[config.mk]
export PLATFORM = sky130hd
export DESIGN_NAME = vpu_fp_exp_result_buffer_flat
export DESIGN_NICKNAME = d
export VERILOG_FILES = /design/src/rtl/vpu_fp_exp_result_buffer_if.sv /design/src/rtl/vpu_fp_exp_result_buffer.sv /design/src/flat_wrapper.sv
export SDC_FILE = /design/constraint.sdc
export NUM_CORES = 1
export LEC_CHECK = 0
export ABC_AREA = 1
export BUFFER_PORTS_ARGS = -buffer_cell sky130_fd_sc_hd__buf_4
export CORE_MARGIN = 2
export CORE_UTILIZATION = 42
export CTS_CLUSTER_DIAMETER = 80
export DETAILED_ROUTE_END_ITERATION = 8
export GPL_TIMING_DRIVEN = 0
export PLACE_DENSITY = 0.67
export SLEW_MARGIN = 10
export SYNTH_ARGS = -nofsm -noshare
export SYNTH_HDL_FRONTEND = slang
export SYNTH_SLANG_ARGS = --single-unit
[constraint.sdc]
create_clock -name clk -period 3.05 [get_ports clk]
set_clock_uncertainty 0.05 [all_clocks]
set_input_delay 0.1525 -clock clk [delete_from_list [all_inputs] [get_ports clk]]
set_output_delay 0.1525 -clock clk [all_outputs]
set_load 0.005 [all_outputs]
[src/rtl/vpu_fp_exp_result_buffer_if.sv]
// Handshake bundle between the exp-unit result buffer, its request source, the exp IP and the destination port.
interface vpu_fp_exp_result_buffer_if #(
    parameter int DATA_W = 16
);
    logic                  req_valid_i;
    logic                  req_ready_o;
    logic                  issue_o;
    logic                  res_valid_i;
    logic [2*DATA_W-1:0]   res_data_i;
    logic [DATA_W-1:0]     result_o;
    logic                  valid_o;
    logic                  ready_i;
    logic                  overflow_o;

    modport master (
        output req_valid_i, res_valid_i, res_data_i, ready_i,
        input  req_ready_o, issue_o, result_o, valid_o, overflow_o
    );

    modport slave (
        input  req_valid_i, res_valid_i, res_data_i, ready_i,
        output req_ready_o, issue_o, result_o, valid_o, overflow_o
    );
endinterface

[src/rtl/vpu_fp_exp_result_buffer.sv]
// Exp-unit result buffer: credit-limited issue, fp32->bf16 (RNE if VPU_EXP_RNE_EN, else truncate), DEPTH-entry FIFO.
// Latency: valid_o rises one cycle after res_valid_i; results are discarded for FLUSH_CYC cycles after reset.
// Backpressure: ready_i stalls the FIFO head; issue stops at DEPTH outstanding so the exp unit never stalls.
module vpu_fp_exp_result_buffer #(
    parameter int DEPTH     = 8,
    parameter int DATA_W    = 16,
    parameter int FLUSH_CYC = 32
) (
    input  logic clk,
    input  logic rst_n,
    vpu_fp_exp_result_buffer_if.slave bus
);
    localparam int PTR_W = $clog2(DEPTH);
    localparam int CNT_W = $clog2(DEPTH + 1);
    localparam int FC_W  = $clog2(FLUSH_CYC + 1);

    localparam logic [0:0] ST_FLUSH = 1'b0;
    localparam logic [0:0] ST_RUN   = 1'b1;

    logic [0:0]        state;
    logic [FC_W-1:0]   flush_cnt;
    logic [CNT_W-1:0]  outstanding;
    logic [CNT_W-1:0]  count;
    logic [PTR_W-1:0]  wr_ptr;
    logic [PTR_W-1:0]  rd_ptr;
    logic [DATA_W-1:0] mem [DEPTH];
    logic              overflow;

    logic              run;
    logic              issue;
    logic              empty;
    logic              full;
    logic              pop;
    logic              push_req;
    logic              push;
    logic              drop;
    logic [DATA_W-1:0] upper;
    logic [DATA_W-1:0] conv;

    assign run      = (state == ST_RUN);
    assign issue    = bus.req_valid_i & bus.req_ready_o;
    assign empty    = (count == '0);
    assign full     = (count == CNT_W'(DEPTH));
    assign pop      = !empty & bus.ready_i;
    assign push_req = run & bus.res_valid_i;
    // A full FIFO still takes the push when the head leaves in the same cycle.
    assign push     = push_req & (!full | pop);
    assign drop     = push_req & full & !pop;

    assign bus.req_ready_o = run & (outstanding < CNT_W'(DEPTH));
    assign bus.issue_o     = issue;
    assign bus.valid_o     = !empty;
    assign bus.result_o    = empty ? '0 : mem[rd_ptr];
    assign bus.overflow_o  = overflow;

    assign upper = bus.res_data_i[2*DATA_W-1:DATA_W];

`ifdef VPU_EXP_RNE_EN
    logic guard;
    logic sticky;
    logic lsb;
    logic is_nan;

    assign guard  = bus.res_data_i[DATA_W-1];
    assign sticky = |bus.res_data_i[DATA_W-2:0];
    assign lsb    = bus.res_data_i[DATA_W];
    assign is_nan = (&bus.res_data_i[30:23]) & (|bus.res_data_i[22:0]);
    // NaNs are forced quiet instead of rounded, so they can never collapse into inf.
    assign conv   = is_nan ? (upper | DATA_W'(16'h0040))
                           : upper + DATA_W'(guard & (sticky | lsb));
`else
    logic unused_low;

    assign unused_low = ^bus.res_data_i[DATA_W-1:0];
    assign conv       = upper;
`endif

    always_ff @(posedge clk or negedge rst_n) begin
        if (!rst_n) begin
            state     <= ST_FLUSH;
            flush_cnt <= '0;
        end else if (state == ST_FLUSH) begin
            flush_cnt <= flush_cnt + 1'b1;
            if (flush_cnt == FC_W'(FLUSH_CYC - 1)) begin
                state <= ST_RUN;
            end
        end
    end

    always_ff @(posedge clk or negedge rst_n) begin
        if (!rst_n) begin
            outstanding <= '0;
        end else begin
            case ({issue, pop})
                2'b10:   outstanding <= outstanding + 1'b1;
                2'b01:   outstanding <= outstanding - 1'b1;
                default: outstanding <= outstanding;
            endcase
        end
    end

    always_ff @(posedge clk or negedge rst_n) begin
        if (!rst_n) begin
            count    <= '0;
            wr_ptr   <= '0;
            rd_ptr   <= '0;
            overflow <= 1'b0;
        end else begin
            case ({push, pop})
                2'b10:   count <= count + 1'b1;
                2'b01:   count <= count - 1'b1;
                default: count <= count;
            endcase
            if (push) begin
                wr_ptr <= wr_ptr + 1'b1;
            end
            if (pop) begin
                rd_ptr <= rd_ptr + 1'b1;
            end
            if (drop) begin
                overflow <= 1'b1;
            end
        end
    end

    // Storage needs no reset: result_o is masked while the FIFO is empty.
    always_ff @(posedge clk) begin
        if (push) begin
            mem[wr_ptr] <= conv;
        end
    end
endmodule

[src/flat_wrapper.sv]
// flat-port wrapper written by rule: the top's interface ports become plain ports
module vpu_fp_exp_result_buffer_flat 
#(
    parameter int DEPTH     = 8,
    parameter int DATA_W    = 16,
    parameter int FLUSH_CYC = 32
)
  (clk, rst_n, bus_req_valid_i, bus_res_valid_i, bus_res_data_i, bus_ready_i, bus_req_ready_o, bus_issue_o, bus_result_o, bus_valid_o, bus_overflow_o);
  vpu_fp_exp_result_buffer_if #(.DATA_W(DATA_W)) bus_i ();
  input  logic clk;
  input  logic rst_n;
  input wire logic [$bits(bus_i.req_valid_i)-1:0] bus_req_valid_i;
  input wire logic [$bits(bus_i.res_valid_i)-1:0] bus_res_valid_i;
  input wire logic [$bits(bus_i.res_data_i)-1:0] bus_res_data_i;
  input wire logic [$bits(bus_i.ready_i)-1:0] bus_ready_i;
  output wire logic [$bits(bus_i.req_ready_o)-1:0] bus_req_ready_o;
  output wire logic [$bits(bus_i.issue_o)-1:0] bus_issue_o;
  output wire logic [$bits(bus_i.result_o)-1:0] bus_result_o;
  output wire logic [$bits(bus_i.valid_o)-1:0] bus_valid_o;
  output wire logic [$bits(bus_i.overflow_o)-1:0] bus_overflow_o;
  assign bus_i.req_valid_i = bus_req_valid_i;
  assign bus_i.res_valid_i = bus_res_valid_i;
  assign bus_i.res_data_i = bus_res_data_i;
  assign bus_i.ready_i = bus_ready_i;
  assign bus_req_ready_o = bus_i.req_ready_o;
  assign bus_issue_o = bus_i.issue_o;
  assign bus_result_o = bus_i.result_o;
  assign bus_valid_o = bus_i.valid_o;
  assign bus_overflow_o = bus_i.overflow_o;
  vpu_fp_exp_result_buffer #(.DEPTH(DEPTH), .DATA_W(DATA_W), .FLUSH_CYC(FLUSH_CYC)) u_core (.clk(clk), .rst_n(rst_n), .bus(bus_i));
endmodule
==> results.tsv, run 1 <==
metric	value	unit
cp_slowest_cell	clkbuf_1	
intPower	0.00509	W
yosysSeqAreaShare	70.0	%
p_per_area	996	nW/um^2
gp_congestion	0.767	
relSlewSlack	53.9	%
first_pass_iters	5	
ys_ff_latch	150	
synth_compound_gate_area_share	8.85	%
crit_required	2850	ps
netlist.area_leader.share	61.2	%
maxCapViolations	0	
wl	14.5	mm
use_met1	24.7	%
final-setup-viol-count	0	
synth_area_leaders	edfxtp_1 61%, dfrtp_1 8.8%, nor2_1 6.6%	
leakage	2.96	nW
grt.busiest_layer	met2	
route.detailed.wl_per_inst	18.2	um
numPortBuffers	40	
layout_common_cells	128 x edfxtp_1, 103 x nor2_1, 78 x o21ai_0	
max_freq	406	MHz
use_met3	4.97	%
die_area	15900	sq um
p_seq_share	35.0	%
rsz0062_at_grt	false	
fp-row-count	44	
syn_area	6280	sq um
hp-class	in2reg	
dieWidth	126	um
p_switching	0.00263	W
critPathLaunchType	flop	
final_common_cell	edfxtp_1	
multi_input_area	1680	sq um
io_pins	57	
reg2reg_slack	680	ps
cts_root_buf	clkbuf_16	
area_growth_syn_to_layout	23.5	%
synth_nets	560	
cts.repair.resized	0	
post_cts_buffers	0	
nFillCells	1201	
p_sw_share	34.1	%
post-route-drc-count	0	
core_area	14600	sq um
synth_top_family_by_area	simple AND/OR/NAND/NOR gates	
cp_data_arrival_time	2260	ps
grt_overflow	0	
r2r-end	u_core.outstanding[2]$_DFFE_PN0P_	
nets	644	
h-tree-depth	4	
drtIter0Drc	468	
antenna_found_initial	0	
grt.total_usage	19.2	%
synth_largest_area_cell	edfxtp_1	
regArea	4390	sq um
r2r_cells	11	
critical_path_buf_inv_count	4	
report.final.slew_viol_count	0	
setup_tns	0	ps
yosysUniqueCellTypes	27	
whs	56.4	ps
endpoint_kind	output port	
combPwrFrac	36.1	%
period_share	80.7	%
cts_tree	built	
worst-path-max-fanout	10	
criticalPathCategory	reg2out	
synthSimpleGateAreaFrac	11.9	%
avgSynthCellArea	12.2	sq um
yosys_warnings	0	
hold-path-cell-count	4	
ir_drop	426	uV
clkTransAtPathRegs	60	ps
min_to	u_core.bus.overflow_o$_DFFE_PN0P_	
num_vias	4296	
numCtsBuffers	17	
avgViaCountPerCell	5.39	
cts_buffer_depth	2	
ant_nets	0	
utilization	53.1	%
dpl.hpwl	9.35	mm
grt_pass1_vias	4192	
grt_pass1_wl	22.9	mm
fin_crit	2460	ps
outcome	finished, final reports clean	
synth_xor_area_share	1.67	%
clock_latency	420	ps
start_util	43.0	%
diodes	0	
grt_max_degree	23	
die_y	126	um
tightest_slew	691	ps
cts_sinks	150	
crit_chain	buf_2 > inv_1 > clkbuf_1 > o21ai_0 > nor2_1 > buf_4	
slowest_delay	500	ps
drive_gt1_share	18.8	%
power	0.00772	W
gr-usage-met2	32.4	%
synthAdderAreaFrac	1.40	%
synth.area.mux_share	2.55	%
hold_viol_final	0	
path_delay_family	buffers and inverters	
p_clk_share	29.0	%
r2r_start	u_core.count[2]$_DFFE_PN0P_	
syn_inst	516	
worstHoldStart	bus_ready_i	
==> layout make-up <==
cell class                      instances  share of cell area (%)
Buffer                                 24                    1.94
Clock buffer                           18                    5.54
Sequential cell                       150                    56.7
Tap cell                              184                    2.97
Multi-Input combinational cell        322                    21.6
Timing Repair Buffer                   65                    7.57
Inverter                               20                   0.969
Clock inverter                         14                    2.68
==> worst max-delay path by stage <==
stage                            startpoint                           endpoint  slack, ps  depth (start not counted)
2_1_floorplan   u_core.count[3]$_DFFE_PN0P_         u_core.mem[0][0]$_DFFE_PP_       1000                          6
3_3_place_gp           u_core.run$_DFF_PN0_         u_core.mem[0][7]$_DFFE_PP_        310                          5
3_5_place_dp    u_core.count[2]$_DFFE_PN0P_  u_core.outstanding[2]$_DFFE_PN0P_        720                         11
4_1_cts        u_core.rd_ptr[2]$_DFFE_PN0P_                   bus_result_o[13]        580                          6
5_1_grt         u_core.count[2]$_DFFE_PN0P_  u_core.outstanding[2]$_DFFE_PN0P_        440                         11
6_report       u_core.rd_ptr[2]$_DFFE_PN0P_                   bus_result_o[13]        590                          6
==> flip-flops by register name, indices dropped and copies added, names as in the netlist <==
register,flops
u_core.run,1
u_core.outstanding,4
u_core.flush_cnt,6
u_core.bus.overflow_o,1
u_core.mem,128
u_core.count,4
u_core.rd_ptr,3
u_core.wr_ptr,3
==> Yosys cell counts <==
library cell	number
nand2_4	1
xor2_1	8
nor3_2	1
xnor2_1	4
o21ai_1	7
nand3_1	6
nor2_1	111
o22ai_1	16
buf_4	7
inv_1	17
clkbuf_1	5
o21a_1	1
mux2i_1	16
inv_2	3
nand2_2	5
a21oi_1	3
nand3_4	1
dfrtp_1	22
o21bai_1	1
buf_6	3
ha_1	7
nand4_1	8
edfxtp_1	128
nand2_1	47
o21ai_0	78
buf_2	9
or2_1	1
==> power groups by stage <==
| stage | logic (W) | registers [W] | clock network (W) |
|---|---|---|---|
| 6_report | 0.00278 | 0.00270 | 0.00224 |
| 5_1_grt | 0.00308 | 0.00273 | 0.00234 |
| 4_1_cts | 0.00280 | 0.00270 | 0.00225 |
| 3_5_place_dp | 0.00276 | 0.00274 | 0 |
| 3_3_place_gp | 0.00260 | 0.00273 | 0 |
| 2_1_floorplan | 0.00163 | 0.00271 | 0 |
==> metal layers <==
layer  wire length, um  part of all wire, %
met1              6170                   42
met2              7400                   51
met3               776                  5.3
met4               172                  1.2
met5                 0                    0
==> stage by stage <==
step / worst slack [ps] / cells / area (sq um)
detailed placement: 718 / 748 / 6940
CTS: 582 / 797 / 7750
floorplan: 996 / 516 / 6280
finish: 589 / 797 / 7750
global placement: 308 / 740 / 6810
global route: 440 / 797 / 7750
==> worst min-delay path, delay by kind of cell <==
kind / cells / cell delay, ps
compound gates: 1 / 60
buf+inv: 1 / 130
simple gates: 2 / 140
==> what timing repair did <==
item | CTS | global route
endpoints found under the hold margin | 150 | 0
hold buffers | 17 | 0
setup endpoints to repair | 0 | 0
==> cell families (layout without fill, tap and decap cells) <==
family / after synthesis / count (layout)
xor gates and xnor gates: 12 / 12
and+or+nand+nor: 181 / 181
muxes: 16 / 16
adders and majority gates: 7 / 7
buffers and inverters: 44 / 141
DFF: 150 / 150
AOI/OAI and AO/OA: 106 / 106
Note: power is estimated with default switching activity, not from simulation.
==> run 2: changes to the inputs <==
Settings changed: ABC_AREA 1 to 0, PLACE_DENSITY 0.67 to 0.69.
Clock period 3.05 ns to 2.1 ns, I/O delays scaled along.
==> run 2 against run 1 <==
  * The flow now finishes with violations (negative setup slack)
  * Critical path depth rose by 1
  * Sequential share of layout area fell by 1.6 points
  * Design area rose by 2.9%
  * Largest cell class unchanged
==> results.tsv, run 2 <==
metric	value	unit
grt_pass1_wl	19.8	mm
synth_nets	364	
cp_data_arrival_time	2060	ps
worst-path-max-fanout	6	
max_freq	452	MHz
yosys-top-cells-count	128 x edfxtp_1, 32 x mux4_2, 27 x nor2_1, 22 x dfrtp_1, 16 x mux2i_1	
leakage	2.84	nW
top_layer_used	met4	
synth_area_leaders	edfxtp_1 63%, mux4_2 12%, dfrtp_1 9.0%	
area_growth_syn_to_layout	30.8	%
endpoint_kind	output port	
wl	12.5	mm
nets	467	
ys_async_sr_fraction	14.7	%
dpl.hpwl	7.09	mm
numPortBuffers	40	
numCtsBuffers	17	
final-setup-viol-count	16	
tightest_slew	570	ps
reg_top3	u_core.mem (128), u_core.flush_cnt (6)	
cts_tree	built	
synth_largest_area_cell	edfxtp_1	
reg2reg_slack	-60	ps
die_area	15500	sq um
clock_latency	410	ps
hp-class	in2reg	
largest_register_ff_count	128	
wl_met2	6.77	mm
drive_gt1_share	41.4	%
yosysUniqueCellTypes	43	
rsz0062_at_grt	true	
critPathLaunchType	flop	
synth_most_common_cell	edfxtp_1	
pre_cts_ws	-494	ps
failed_checks	negative setup slack	
post-route-drc-count	0	
p_per_area	1410	nW/um^2
crit_required	1950	ps
die_y	125	um
first_pass_iters	4	
cts_sinks	150	
diodes	0	
gp_congestion	0.731	
hold_viol_final	0	
ys_ff_latch	150	
drtIter0Drc	275	
wl_met1	4.89	mm
synth_edf_count	128	
final_common_cell	edfxtp_1	
syn_inst	320	
grt.total_usage	17.3	%
yosysSeqAreaShare	72.1	%
dieWidth	125	um
utilization	55.5	%
met3RoutedLength	709	um
stdcell_count	619	
avgViaCountPerCell	5.23	
setup_tns	-1160	ps
final.setup.worst_slack	-114	ps
period_share	105	%
core_area	14400	sq um
cts_buffer_depth	2	
syn_area	6100	sq um
grt_pass1_vias	3535	
avgSynthCellArea	19.1	sq um
grt_max_degree	23	
criticalPathCategory	reg2out	
maxCapViolations	0	
netlist.area_leader.share	63.0	%
whs	35.1	ps
dp_cells	546	
num_vias	3235	
cts_root_buf	clkbuf_16	
clkTransAtPathRegs	60	ps
route.detailed.wl_per_inst	20.3	um
start_util	42.4	%
yosys_warnings	0	
fin_crit	2210	ps
synth_ff_type	edfxtp_1	
io_pins	57	
relSlewSlack	62.0	%
grt_overflow	0	
report.final.slew_viol_count	0	
outcome	finished, violations left	
ant_nets	0	
ir_drop	809	uV
layout_common_cells	128 x edfxtp_1, 59 x buf_4, 32 x mux4_2	
fp-row-count	44	
h-tree-depth	4	
largest-register	u_core.mem	
antenna_found_initial	0	
==> run 2: cell count changes after synthesis, sizes merged, moves of 16 or more <==
| cell | before | now |
|---|---|---|
| inv | 20 | 4 |
| mux4 | 0 | 32 |
| o22ai | 16 | 0 |
| nand2 | 53 | 12 |
| nor2 | 111 | 28 |
| o21ai | 85 | 1 |
==> run 2: logic make-up (layout without fill, tap and decap cells) <==
group	count (synthesis)	count (layout)	share of synthesized area, %
xor+xnor	17	17	2.44
fa+ha+maj	7	7	1.44
flops	150	150	72.1
simple gates	61	61	4.97
compound gates	15	15	2.24
buf+inv	19	134	1.87
mux	51	51	15.0
==> run 2: final timing paths <==
path,startpoint,end,cells past startpoint
worst max-delay path,u_core.rd_ptr[0]$_DFFE_PN0P_,bus_result_o[3],7
worst max register to register,u_core.count[2]$_DFFE_PN0P_,u_core.outstanding[2]$_DFFE_PN0P_,10
worst min register to register,u_core.flush_cnt[5]$_DFFE_PN0N_,u_core.run$_DFF_PN0_,1
max in group asynchronous,rst_n,u_core.count[1]$_DFFE_PN0P_,2
min in group asynchronous,rst_n,u_core.flush_cnt[3]$_DFFE_PN0N_,2
worst min-delay path,bus_ready_i,u_core.count[3]$_DFFE_PN0P_,4
==> run 2: timing repair <==
| action | 4_1_cts | 5_1_grt |
|---|---|---|
| setup buffers | 22 | 6 |
| gates resized for setup | 28 | 10 |
| hold buffers | 17 | 0 |
| gates cloned | 3 | 0 |
| pin swaps | 11 | 4 |
| endpoints found under the hold margin | 150 | 0 |
| endpoints found under the setup margin | 148 | 52 |
==> run 2: final cells by class <==
class	instances	area [sq um]
plain buffers	12	140
clock buffers	17	425
clock inverters	14	150
fillers	1061	6390
inverters	4	15.0
multi-input cells	151	1750
flip-flops and latches	150	4400
well taps	184	230
repair buffers	87	872
==> run 2: worst max-delay path, stage by stage, from the launching register on <==
cell	delay, ps
dfrtp_1	370
buf_8	160
buf_12	120
buf_12	110
mux4_2	500
mux2i_2	180
nor2_1	60
buf_4	130
==> run 2: power breakdown <==
group          switching [W]  internal (W)
Clock                0.00119       0.00175
Sequential          0.000338       0.00376
Combinational        0.00187       0.00230
==> run 2: routing by layer <==
layer	global-route usage, %	vias up
met3	5.20	19
met1	20.7	1646
li1	-	1462
met2	30.1	108
met4	5.22	0
met5	0	-
==> run 2: per-stage QoR <==
step,instance area [sq um],total power [W]
2_1_floorplan,6150,0.00626
3_3_place_gp,6680,0.00738
3_5_place_dp,6720,0.00752
4_1_cts,7920,0.0112
5_1_grt,7980,0.0118
6_report,7980,0.0112
